File: src/rtl/fir_mac_sched_pkg.sv
// Shared types and default constants for the FIR MAC scheduler.
package fir_mac_sched_pkg;

   localparam int FIR_NUM_CH   = 2;
   localparam int FIR_NUM_TAPS = 32;
   localparam int FIR_MAC_LAT  = 2;

   typedef enum logic [1:0] {
      IDLE  = 2'd0,
      RUN   = 2'd1,
      DRAIN = 2'd2,
      DONE  = 2'd3
   } sched_state_t;

   // Index width for n items, never narrower than one bit.
   function automatic int clog2_min1(input int n);
      return (n > 1) ? $clog2(n) : 1;
   endfunction

endpackage

File: src/rtl/fir_mac_sched_if.sv
// Channel handshake and shared-MAC control bundle.
// master = scheduler side, slave = channel/datapath side.
interface fir_mac_sched_if
   import fir_mac_sched_pkg::*;
#(
   parameter int NUM_CH   = FIR_NUM_CH,
   parameter int NUM_TAPS = FIR_NUM_TAPS
) ();

   localparam int CH_W  = clog2_min1(NUM_CH);
   localparam int TAP_W = clog2_min1(NUM_TAPS);

   logic [NUM_CH-1:0] ch_req;
   logic [NUM_CH-1:0] ch_gnt;
   logic [NUM_CH-1:0] ch_done;
   logic [CH_W-1:0]   ch_sel;
   logic [TAP_W-1:0]  tap_idx;
   logic              mac_en;
   logic              mac_clr;
   logic              mac_stall;
   logic              busy;

   modport master (
      input  ch_req, mac_stall,
      output ch_gnt, ch_done, ch_sel, tap_idx, mac_en, mac_clr, busy
   );

   modport slave (
      output ch_req, mac_stall,
      input  ch_gnt, ch_done, ch_sel, tap_idx, mac_en, mac_clr, busy
   );

endinterface

File: src/rtl/fir_mac_sched_rr_arbiter.sv
// Combinational round-robin pick: first requester after the last grant.
module rr_arbiter
   import fir_mac_sched_pkg::*;
#(
   parameter int NUM_CH = FIR_NUM_CH,
   parameter int CH_W   = clog2_min1(NUM_CH)
) (
   input  logic [NUM_CH-1:0] i_req,
   input  logic [CH_W-1:0]   i_last,
   output logic [NUM_CH-1:0] o_gnt,
   output logic [CH_W-1:0]   o_idx,
   output logic              o_valid
);

   int               w_c;
   logic [CH_W-1:0]  w_ci;

   // Scan channels in rotation order starting just past i_last.
   always_comb begin
      o_gnt   = '0;
      o_idx   = '0;
      o_valid = 1'b0;
      w_c     = 0;
      w_ci    = '0;
      for (int i = 1; i <= NUM_CH; i++) begin
         w_c  = (int'(i_last) + i) % NUM_CH;
         w_ci = CH_W'(w_c);
         if (!o_valid && i_req[w_ci]) begin
            o_valid     = 1'b1;
            o_idx       = w_ci;
            o_gnt[w_ci] = 1'b1;
         end
      end
   end

endmodule

File: src/rtl/fir_mac_sched.sv
// Time-shares one FIR MAC between NUM_CH channels, one tap burst at a time.
//
// state | meaning
// IDLE  | waiting for a request; arbiter picks the next channel
// RUN   | stepping tap_idx through 0..NUM_TAPS-1, frozen by mac_stall
// DRAIN | waiting MAC_LAT cycles for the MAC pipeline to empty
// DONE  | one-cycle ch_done pulse, round-robin pointer advances
module fir_mac_sched
   import fir_mac_sched_pkg::*;
#(
   parameter int NUM_CH   = FIR_NUM_CH,
   parameter int NUM_TAPS = FIR_NUM_TAPS,
   parameter int MAC_LAT  = FIR_MAC_LAT
) (
   input  logic            i_clk,
   input  logic            i_rst,
   fir_mac_sched_if.master bus
);

   localparam int CH_W  = clog2_min1(NUM_CH);
   localparam int TAP_W = clog2_min1(NUM_TAPS);
   localparam int CNT_W = clog2_min1(MAC_LAT);
   localparam logic [TAP_W-1:0] LAST_TAP   = TAP_W'(NUM_TAPS - 1);
   // Drain timer counts down to zero, so it is loaded with MAC_LAT-1.
   localparam logic [CNT_W-1:0] DRAIN_LOAD = (MAC_LAT > 0) ? CNT_W'(MAC_LAT - 1) : '0;

   sched_state_t       r_state;
   sched_state_t       w_state_nxt;
   logic [TAP_W-1:0]   r_tap;
   logic [CH_W-1:0]    r_sel;
   logic [CH_W-1:0]    r_last;
   logic [NUM_CH-1:0]  r_gnt;
   logic [CNT_W-1:0]   r_cnt;

   logic [NUM_CH-1:0]  w_arb_gnt;
   logic [CH_W-1:0]    w_arb_idx;
   logic               w_arb_valid;
   logic               w_mac_en;
   logic               w_last_tap;
   logic               w_drain_tc;

   rr_arbiter #(
      .NUM_CH (NUM_CH),
      .CH_W   (CH_W)
   ) u_arb (
      .i_req   (bus.ch_req),
      .i_last  (r_last),
      .o_gnt   (w_arb_gnt),
      .o_idx   (w_arb_idx),
      .o_valid (w_arb_valid)
   );

   assign w_last_tap = (r_tap == LAST_TAP);
   assign w_drain_tc = (r_cnt == '0);

   // State register.
   always_ff @(posedge i_clk) begin
      if (i_rst) r_state <= IDLE;
      else       r_state <= w_state_nxt;
   end

   // Next-state decode.
   always_comb begin
      w_state_nxt = r_state;
      unique case (r_state)
         IDLE:    if (w_arb_valid) w_state_nxt = RUN;
         RUN:     if (w_mac_en && w_last_tap) w_state_nxt = (MAC_LAT == 0) ? DONE : DRAIN;
         DRAIN:   if (w_drain_tc) w_state_nxt = DONE;
         DONE:    w_state_nxt = IDLE;
         default: w_state_nxt = IDLE;
      endcase
   end

   // Output decode; mac_en follows stall combinationally so a stalled tap is never accumulated.
   always_comb begin
      w_mac_en    = (r_state == RUN) && !bus.mac_stall;
      bus.mac_en  = w_mac_en;
      bus.mac_clr = w_mac_en && (r_tap == '0);
      bus.ch_done = (r_state == DONE) ? r_gnt : '0;
      bus.ch_gnt  = r_gnt;
      bus.ch_sel  = r_sel;
      bus.tap_idx = r_tap;
      bus.busy    = (r_state != IDLE);
   end

   // Grant latch, tap counter, drain timer and round-robin pointer.
   always_ff @(posedge i_clk) begin
      if (i_rst) begin
         r_tap  <= '0;
         r_sel  <= '0;
         r_gnt  <= '0;
         r_cnt  <= '0;
         r_last <= CH_W'(NUM_CH - 1);
      end else begin
         unique case (r_state)
            IDLE: begin
               if (w_arb_valid) begin
                  r_sel <= w_arb_idx;
                  r_gnt <= w_arb_gnt;
                  r_tap <= '0;
               end
            end
            RUN: begin
               if (w_mac_en) begin
                  r_tap <= w_last_tap ? '0 : r_tap + TAP_W'(1);
                  if (w_last_tap) r_cnt <= DRAIN_LOAD;
               end
            end
            DRAIN: begin
               if (!w_drain_tc) r_cnt <= r_cnt - CNT_W'(1);
            end
            DONE: begin
               r_last <= r_sel;
               r_gnt  <= '0;
            end
            default: ;
         endcase
      end
   end

endmodule

File: src/flat_wrapper.sv
// flat-port wrapper written by rule: the top's interface ports become plain ports
module fir_mac_sched_flat import fir_mac_sched_pkg::*;
#(
   parameter int NUM_CH   = FIR_NUM_CH,
   parameter int NUM_TAPS = FIR_NUM_TAPS,
   parameter int MAC_LAT  = FIR_MAC_LAT
)
  (i_clk, i_rst, bus_ch_req, bus_mac_stall, bus_ch_gnt, bus_ch_done, bus_ch_sel, bus_tap_idx, bus_mac_en, bus_mac_clr, bus_busy);
  fir_mac_sched_if #(.NUM_CH(NUM_CH), .NUM_TAPS(NUM_TAPS)) bus_i ();
  input  logic i_clk;
  input  logic i_rst;
  input wire logic [$bits(bus_i.ch_req)-1:0] bus_ch_req;
  input wire logic [$bits(bus_i.mac_stall)-1:0] bus_mac_stall;
  output wire logic [$bits(bus_i.ch_gnt)-1:0] bus_ch_gnt;
  output wire logic [$bits(bus_i.ch_done)-1:0] bus_ch_done;
  output wire logic [$bits(bus_i.ch_sel)-1:0] bus_ch_sel;
  output wire logic [$bits(bus_i.tap_idx)-1:0] bus_tap_idx;
  output wire logic [$bits(bus_i.mac_en)-1:0] bus_mac_en;
  output wire logic [$bits(bus_i.mac_clr)-1:0] bus_mac_clr;
  output wire logic [$bits(bus_i.busy)-1:0] bus_busy;
  assign bus_i.ch_req = bus_ch_req;
  assign bus_i.mac_stall = bus_mac_stall;
  assign bus_ch_gnt = bus_i.ch_gnt;
  assign bus_ch_done = bus_i.ch_done;
  assign bus_ch_sel = bus_i.ch_sel;
  assign bus_tap_idx = bus_i.tap_idx;
  assign bus_mac_en = bus_i.mac_en;
  assign bus_mac_clr = bus_i.mac_clr;
  assign bus_busy = bus_i.busy;
  fir_mac_sched #(.NUM_CH(NUM_CH), .NUM_TAPS(NUM_TAPS), .MAC_LAT(MAC_LAT)) u_core (.i_clk(i_clk), .i_rst(i_rst), .bus(bus_i));
endmodule
File: config.mk
export PLATFORM = sky130hd
export DESIGN_NAME = fir_mac_sched_flat
export DESIGN_NICKNAME = d
export VERILOG_FILES = /design/src/rtl/fir_mac_sched_pkg.sv /design/src/rtl/fir_mac_sched_if.sv /design/src/rtl/fir_mac_sched_rr_arbiter.sv /design/src/rtl/fir_mac_sched.sv /design/src/flat_wrapper.sv
export SDC_FILE = /design/constraint.sdc
export NUM_CORES = 1
export LEC_CHECK = 0
export ABC_CLOCK_PERIOD_IN_PS = 3600
export BUFFER_PORTS_ARGS = -buffer_cell sky130_fd_sc_hd__clkbuf_2
export CORE_MARGIN = 2
export CORE_UTILIZATION = 40
export DETAILED_ROUTE_END_ITERATION = 10
export PLACE_DENSITY = 0.73
export SYNTH_ARGS = -nofsm -noshare
export SYNTH_HDL_FRONTEND = slang
export SYNTH_SLANG_ARGS = --single-unit
File: constraint.sdc
create_clock -name i_clk -period 3.6 [get_ports i_clk]
set_input_delay 0 -clock i_clk [delete_from_list [all_inputs] [get_ports i_clk]]
set_output_delay 0 -clock i_clk [all_outputs]
set_load 0.01 [all_outputs]
* Yosys cells after proc, flatten, opt, wreduce, memory -nomap -nowiden *
Cells that the tools add are included.

word-level totals
  word-level logic and storage cells = 72
  output and inout port bits = 13
  flip-flop bits (word level) = 12
  input bits = 5

operators by class
  bitwise operators = 1
  magnitude comparators = 4
  equal/unequal tests = 9
  mux-type cells = 29
  add/sub/neg operators = 4
  reduce and logical (&&, ||, !) cells = 19

operators with widths
  operator                                                                       number
  5-bit 2-to-1 mux                                                               3
  2-bit 2-to-1 mux                                                               7
  1-bit 2-to-1 mux                                                               13
  5-bit one-hot mux with 2 select lines                                          1
  3-bit AND reduction                                                            3
  2-bit one-hot mux with 4 select lines                                          1
  2-bit nonzero test                                                             4
  1-bit logical AND                                                              6
  2-bit by 1-bit != test with 1-bit output (second input constant)               3
  5-bit by 1-bit adder with 5-bit output (second input constant)                 1
  5-bit equality test (second input constant)                                    1
  5-bit logical NOT                                                              1
  2-bit equality test (second input constant)                                    2
  1-bit by 2-bit less-than comparator with 1-bit output (second input constant)  2
  2-bit != test (second input constant)                                          2
  2-bit one-hot mux with 2 select lines                                          1
  2-bit AND reduction                                                            2
  1-bit adder (second input constant)                                            2
  1-bit demux with 1-bit select                                                  2
  2-bit by 1-bit equality test with 1-bit output (second input constant)         1
  1-bit greater-or-equal comparator (second input constant)                      2
  1-bit logical NOT                                                              2
  2-bit logical NOT                                                              1
  2-bit bitwise OR                                                               1
  2 further kinds                                                                2

* Depth between registers and ports, before layout *
  depth after elaboration = 10
  gate-level depth with buffers = 7

* Cells and area by module *
A second synthesis with hierarchy kept.

second synthesis, totals
  cell total of the unflattened synthesis = 83
  area, all modules = 704.4 um^2

modules (own cells, without submodules)
  module         cells an instance  sequential area each (um^2)  instances  area each (um^2)
  fir_mac_sched  78                 240.2                        1          671.9
  rr_arbiter     5                  0.0                          1          32.5

* Worst setup path after synthesis *
OpenSTA, ideal clock, no wires.

  path type = flip-flop to flip-flop
  from = register u_core.r_tap[0], in the netlist u_core.bus.tap_idx[0]
  to = register u_core.r_tap[2], in the netlist u_core.bus.tap_idx[2]
  cell stages (with the launch flop) = 8
  arrival time = 1.664 ns
  path slack = 1.848 ns
  setup time = 0.088 ns
  required time = 3.512 ns
  clock period less this slack = 1.752 ns
  cell sequence = dfxtp_1 ha_1 inv_1 nor3_1 ha_1 or2b_1 or3_2 o32ai_2

between the ends
  cells in the longest elaborated chain, start to end = 4
  elaborated cells on any way between the ends = 5

RTL lines
  item                                                                           RTL line                                   text
  start, declared                                                                fir_mac_sched.sv:29                        logic [TAP_W-1:0] r_tap;
  start signal, assigned                                                         fir_mac_sched.sv:105                       r_tap <= w_last_tap ? '0 : r_tap + TAP_W'(1);
  5-bit by 1-bit adder with 5-bit output or 5-bit equality test (tied branches)  fir_mac_sched.sv:105, fir_mac_sched.sv:53
  5-bit 2-to-1 mux *                                                             fir_mac_sched.sv:105
  5-bit 2-to-1 mux *                                                             fir_mac_sched.sv:104                       if (w_mac_en) begin
  5-bit one-hot mux with 2 select lines *                                        fir_mac_sched.sv:95                        unique case (r_state)

Every way passes the cells marked *; elsewhere a longest branch is shown, timed or not. The select of a mux whose other input is x is not followed.
A chain may end at the register's enable or synchronous reset.

* Worst setup path in the final report *
  from = register u_core.r_tap[0], in the netlist u_core.bus.tap_idx[0]
  to = register u_core.r_state[1]

between the ends
  cells in the longest elaborated chain, start to end = 4

RTL lines
  item                                                RTL line             text
  5-bit equality test                                 fir_mac_sched.sv:53  assign w_last_tap = (r_tap == LAST_TAP);
  1-bit logical AND                                   fir_mac_sched.sv:67  RUN: if (w_mac_en && w_last_tap) w_state_nxt = (MAC_LAT == 0) ? DONE : DRAIN;
  2-bit by 1-bit != test with 1-bit output (no line)  n/a
  3-bit AND reduction (no line)                       n/a
  end signal, assigned                                fir_mac_sched.sv:59  else r_state <= w_state_nxt;
  end, declared                                       fir_mac_sched.sv:27  sched_state_t r_state;

No other way between the ends.

==> run metrics <==
outcome finished, final reports clean; Post-Layout Inst Area roughly 960 um2; most common cell in the synthesized netlist inv_1; Sink Count 12; most frequent CP cell ha_1; R2R Path Start u_core.bus.tap_idx[0]$_SDFFE_PP0P_; H-tree depth 1; Post-Syn Nets between 100 and 150; final std cells w/o fill between 100 and 150; max_slew headroom 59.4%; post-place setup slack roughly 1.7 ns; clk root buf clkbuf_4; min setup slack post-route between 1.5 and 2 ns; worst slew pin tran roughly 0.61 ns; initial drt markers 3; DRC Markers 0; antenna violations before repair 0; nets 121; filler instances between 200 and 250; CP startpoint u_core.bus.tap_idx[0]$_SDFFE_PP0P_; Max Cap Viol 0; Horiz. Die Dim 49.6 um; Reg area between 200 and 250 um2; Period minus WS final between 1.5 and 2 ns; RePlAce Congestion ~0.8; Vias 720; fraction of layout cells with a size suffix above 1 around 28%; Synth cell types 35; Tot Pwr between 600 and 700 uW; synthesized area about 830 um2; Rows 16; Max Clock Freq 537 MHz; Worst setup SP type flop; io pins 18; Die ar. between 0.002 and 0.0025 mm2; vias in the first global route ~690; post-route clock period utilization about half; CTS tree done; largest area contributor in the netlist dfxtp_1; clk_skew 0.00826 ns; Setup Buffers After CTS 0; asr flop ratio synth 0%; Max Root-Sink Buffers 2; Congestion Overflow GR 0; Crit path arrival time 2.07 ns; Hold-fix buffers, CTS 0; global-route wire length before repair 2930 um; worst skew pair latency around 0.28 ns; worst hold-check path type input pin to flop; post-CTS sizing 0; Post-synth EDFFs 0; routed len/inst 12.8 um; final hold vios 0; gate count of the mapped netlist slightly below 90; clock slew at reported path FFs 0.08 ns; GRT Util Overall 15.4%; peak supply drop 0.446 mV; Leak about 0.00042 uW; Placed Area approximately 900 um2; core area around 0.0020 mm2; multi-input logic area between 500 and 600 um2; CP peak stage delay ~0.42 ns; Total Wirelength 1720 um; DRT Pass-1 Iters 4; number of setup violations in the final report 0; synth cell count leaders 13 x inv_1, 12 x dfxtp_1, 8 x ha_1, 7 x nand2_1, 5 x a21oi_1; Final HPWL DP ~1300 um; largest net degree at the start of global routing 13; initial core utilization a little over two fifths; Critical Path RT between 3 and 4 ns; post-synthesis register bit count 12; Synth top area share 28.9%; post-route ant nets 0; number of I/O port buffers 17; Ys Warns 0; ranking of synthesized cells by area dfxtp_1 29%, ha_1 12%, inv_1 5.9%; CTS buffer count 3; top_reg_cell synth dfxtp_1; kind of critical path flop to flop; Vias per Instance between 5 and 6; CP cell instances ha_1 > inv_1 > nor3_1 > ha_1 > nand2b_1 > a221oi_4 > mux2i_1; crit path max fanout 6; PD cells ~660 mW/mm2; hold wc startpoint bus_ch_req[1]; Max Transition Viols Final 0; syn avg cell area 9.33 um2; unrepaired setup endpoints after global routing false; setup_tns 0 ns; Crit-path slowest cell dfxtp_1; dpl cells 130; Die H between 40 and 50 um; area grow syn2layout 15.8%; Worst setup EP type flop; Seq/Total Area, Yosys between 20 and 30%; n_diodes 0
## power by group
part	internal (uW)	total, uW	switching [uW]
Sequential	160	183	23.8
Clock	61.6	111	49.4
Combinational	152	339	186
Total	374	633	260
## layout by cell type, fill, tap and decap left out, types with 2 or more instances in the layout
master,instances
dfxtp_1,12
o32ai_2,2
nand3_1,2
and2_1,2
nand4b_1,3
ha_1,8
clkbuf_4,3
a21oi_1,5
o21ai_0,3
a211oi_1,2
inv_1,13
mux2i_1,2
o31ai_1,3
clkbuf_2,17
nor2_1,4
nand2_1,7
## worst paths after layout
path	end	slack, ns	cells past startpoint
min	u_core.bus.ch_gnt[1]$_SDFFE_PP0P_	0.05	3
max reg2reg	u_core.r_state[1]$_SDFFE_PP0P_	1.74	7
min reg2reg	u_core.bus.ch_gnt[0]$_SDFFE_PP0P_	0.49	2
max	u_core.r_state[1]$_SDFFE_PP0P_	1.74	7
## state kept, by name, summed over array words and instances (netlist names)
signal	flops
u_core.bus.tap_idx	5
u_core.bus.ch_gnt	2
u_core.r_state	2
u_core.r_cnt	1
u_core.bus.ch_sel	1
u_core.r_last	1
## kinds of logic after synthesis
group	synth area share, %
simple gates	22.4
compound gates	25.5
buf+inv	8.73
flops	28.9
fa+ha+maj	12.0
mux	2.41
## per-layer routing
metal	wire length (um)	part of all wire, %	up-vias	track usage [%]
li1	-	-	352	-
met1	760	44	347	16.3
met2	838	49	19	27.3
met3	102	5.9	2	6.67
met4	13	0.76	0	5.09
met5	0	0	-	0
## critical path, delay by kind of cell (launching register included)
kind | cells | cell delay [ns]
fa+ha+maj | 2 | 0.47
mux | 1 | 0.22
simple gates | 2 | 0.32
buf+inv | 1 | 0.07
compound gates | 1 | 0.31
flops | 1 | 0.42
## layout make-up
class / count / share of cell area (%)
Tap cell: 27 / 3.51
Inverter: 13 / 5.07
Timing Repair Buffer: 17 / 8.84
Sequential cell: 12 / 25.0
Clock buffer: 4 / 3.77
Multi-Input combinational cell: 61 / 53.8
## through the flow
stage                     util (%)  hold slack (ns)
final                         49.0           0.0461
after global routing          49.0           0.0687
after CTS                     49.0           0.0469
after detailed placement      47.2            0.337
after global placement        47.2            0.325
after floorplan                  -           0.0512
(Power assumes the default switching activity.)
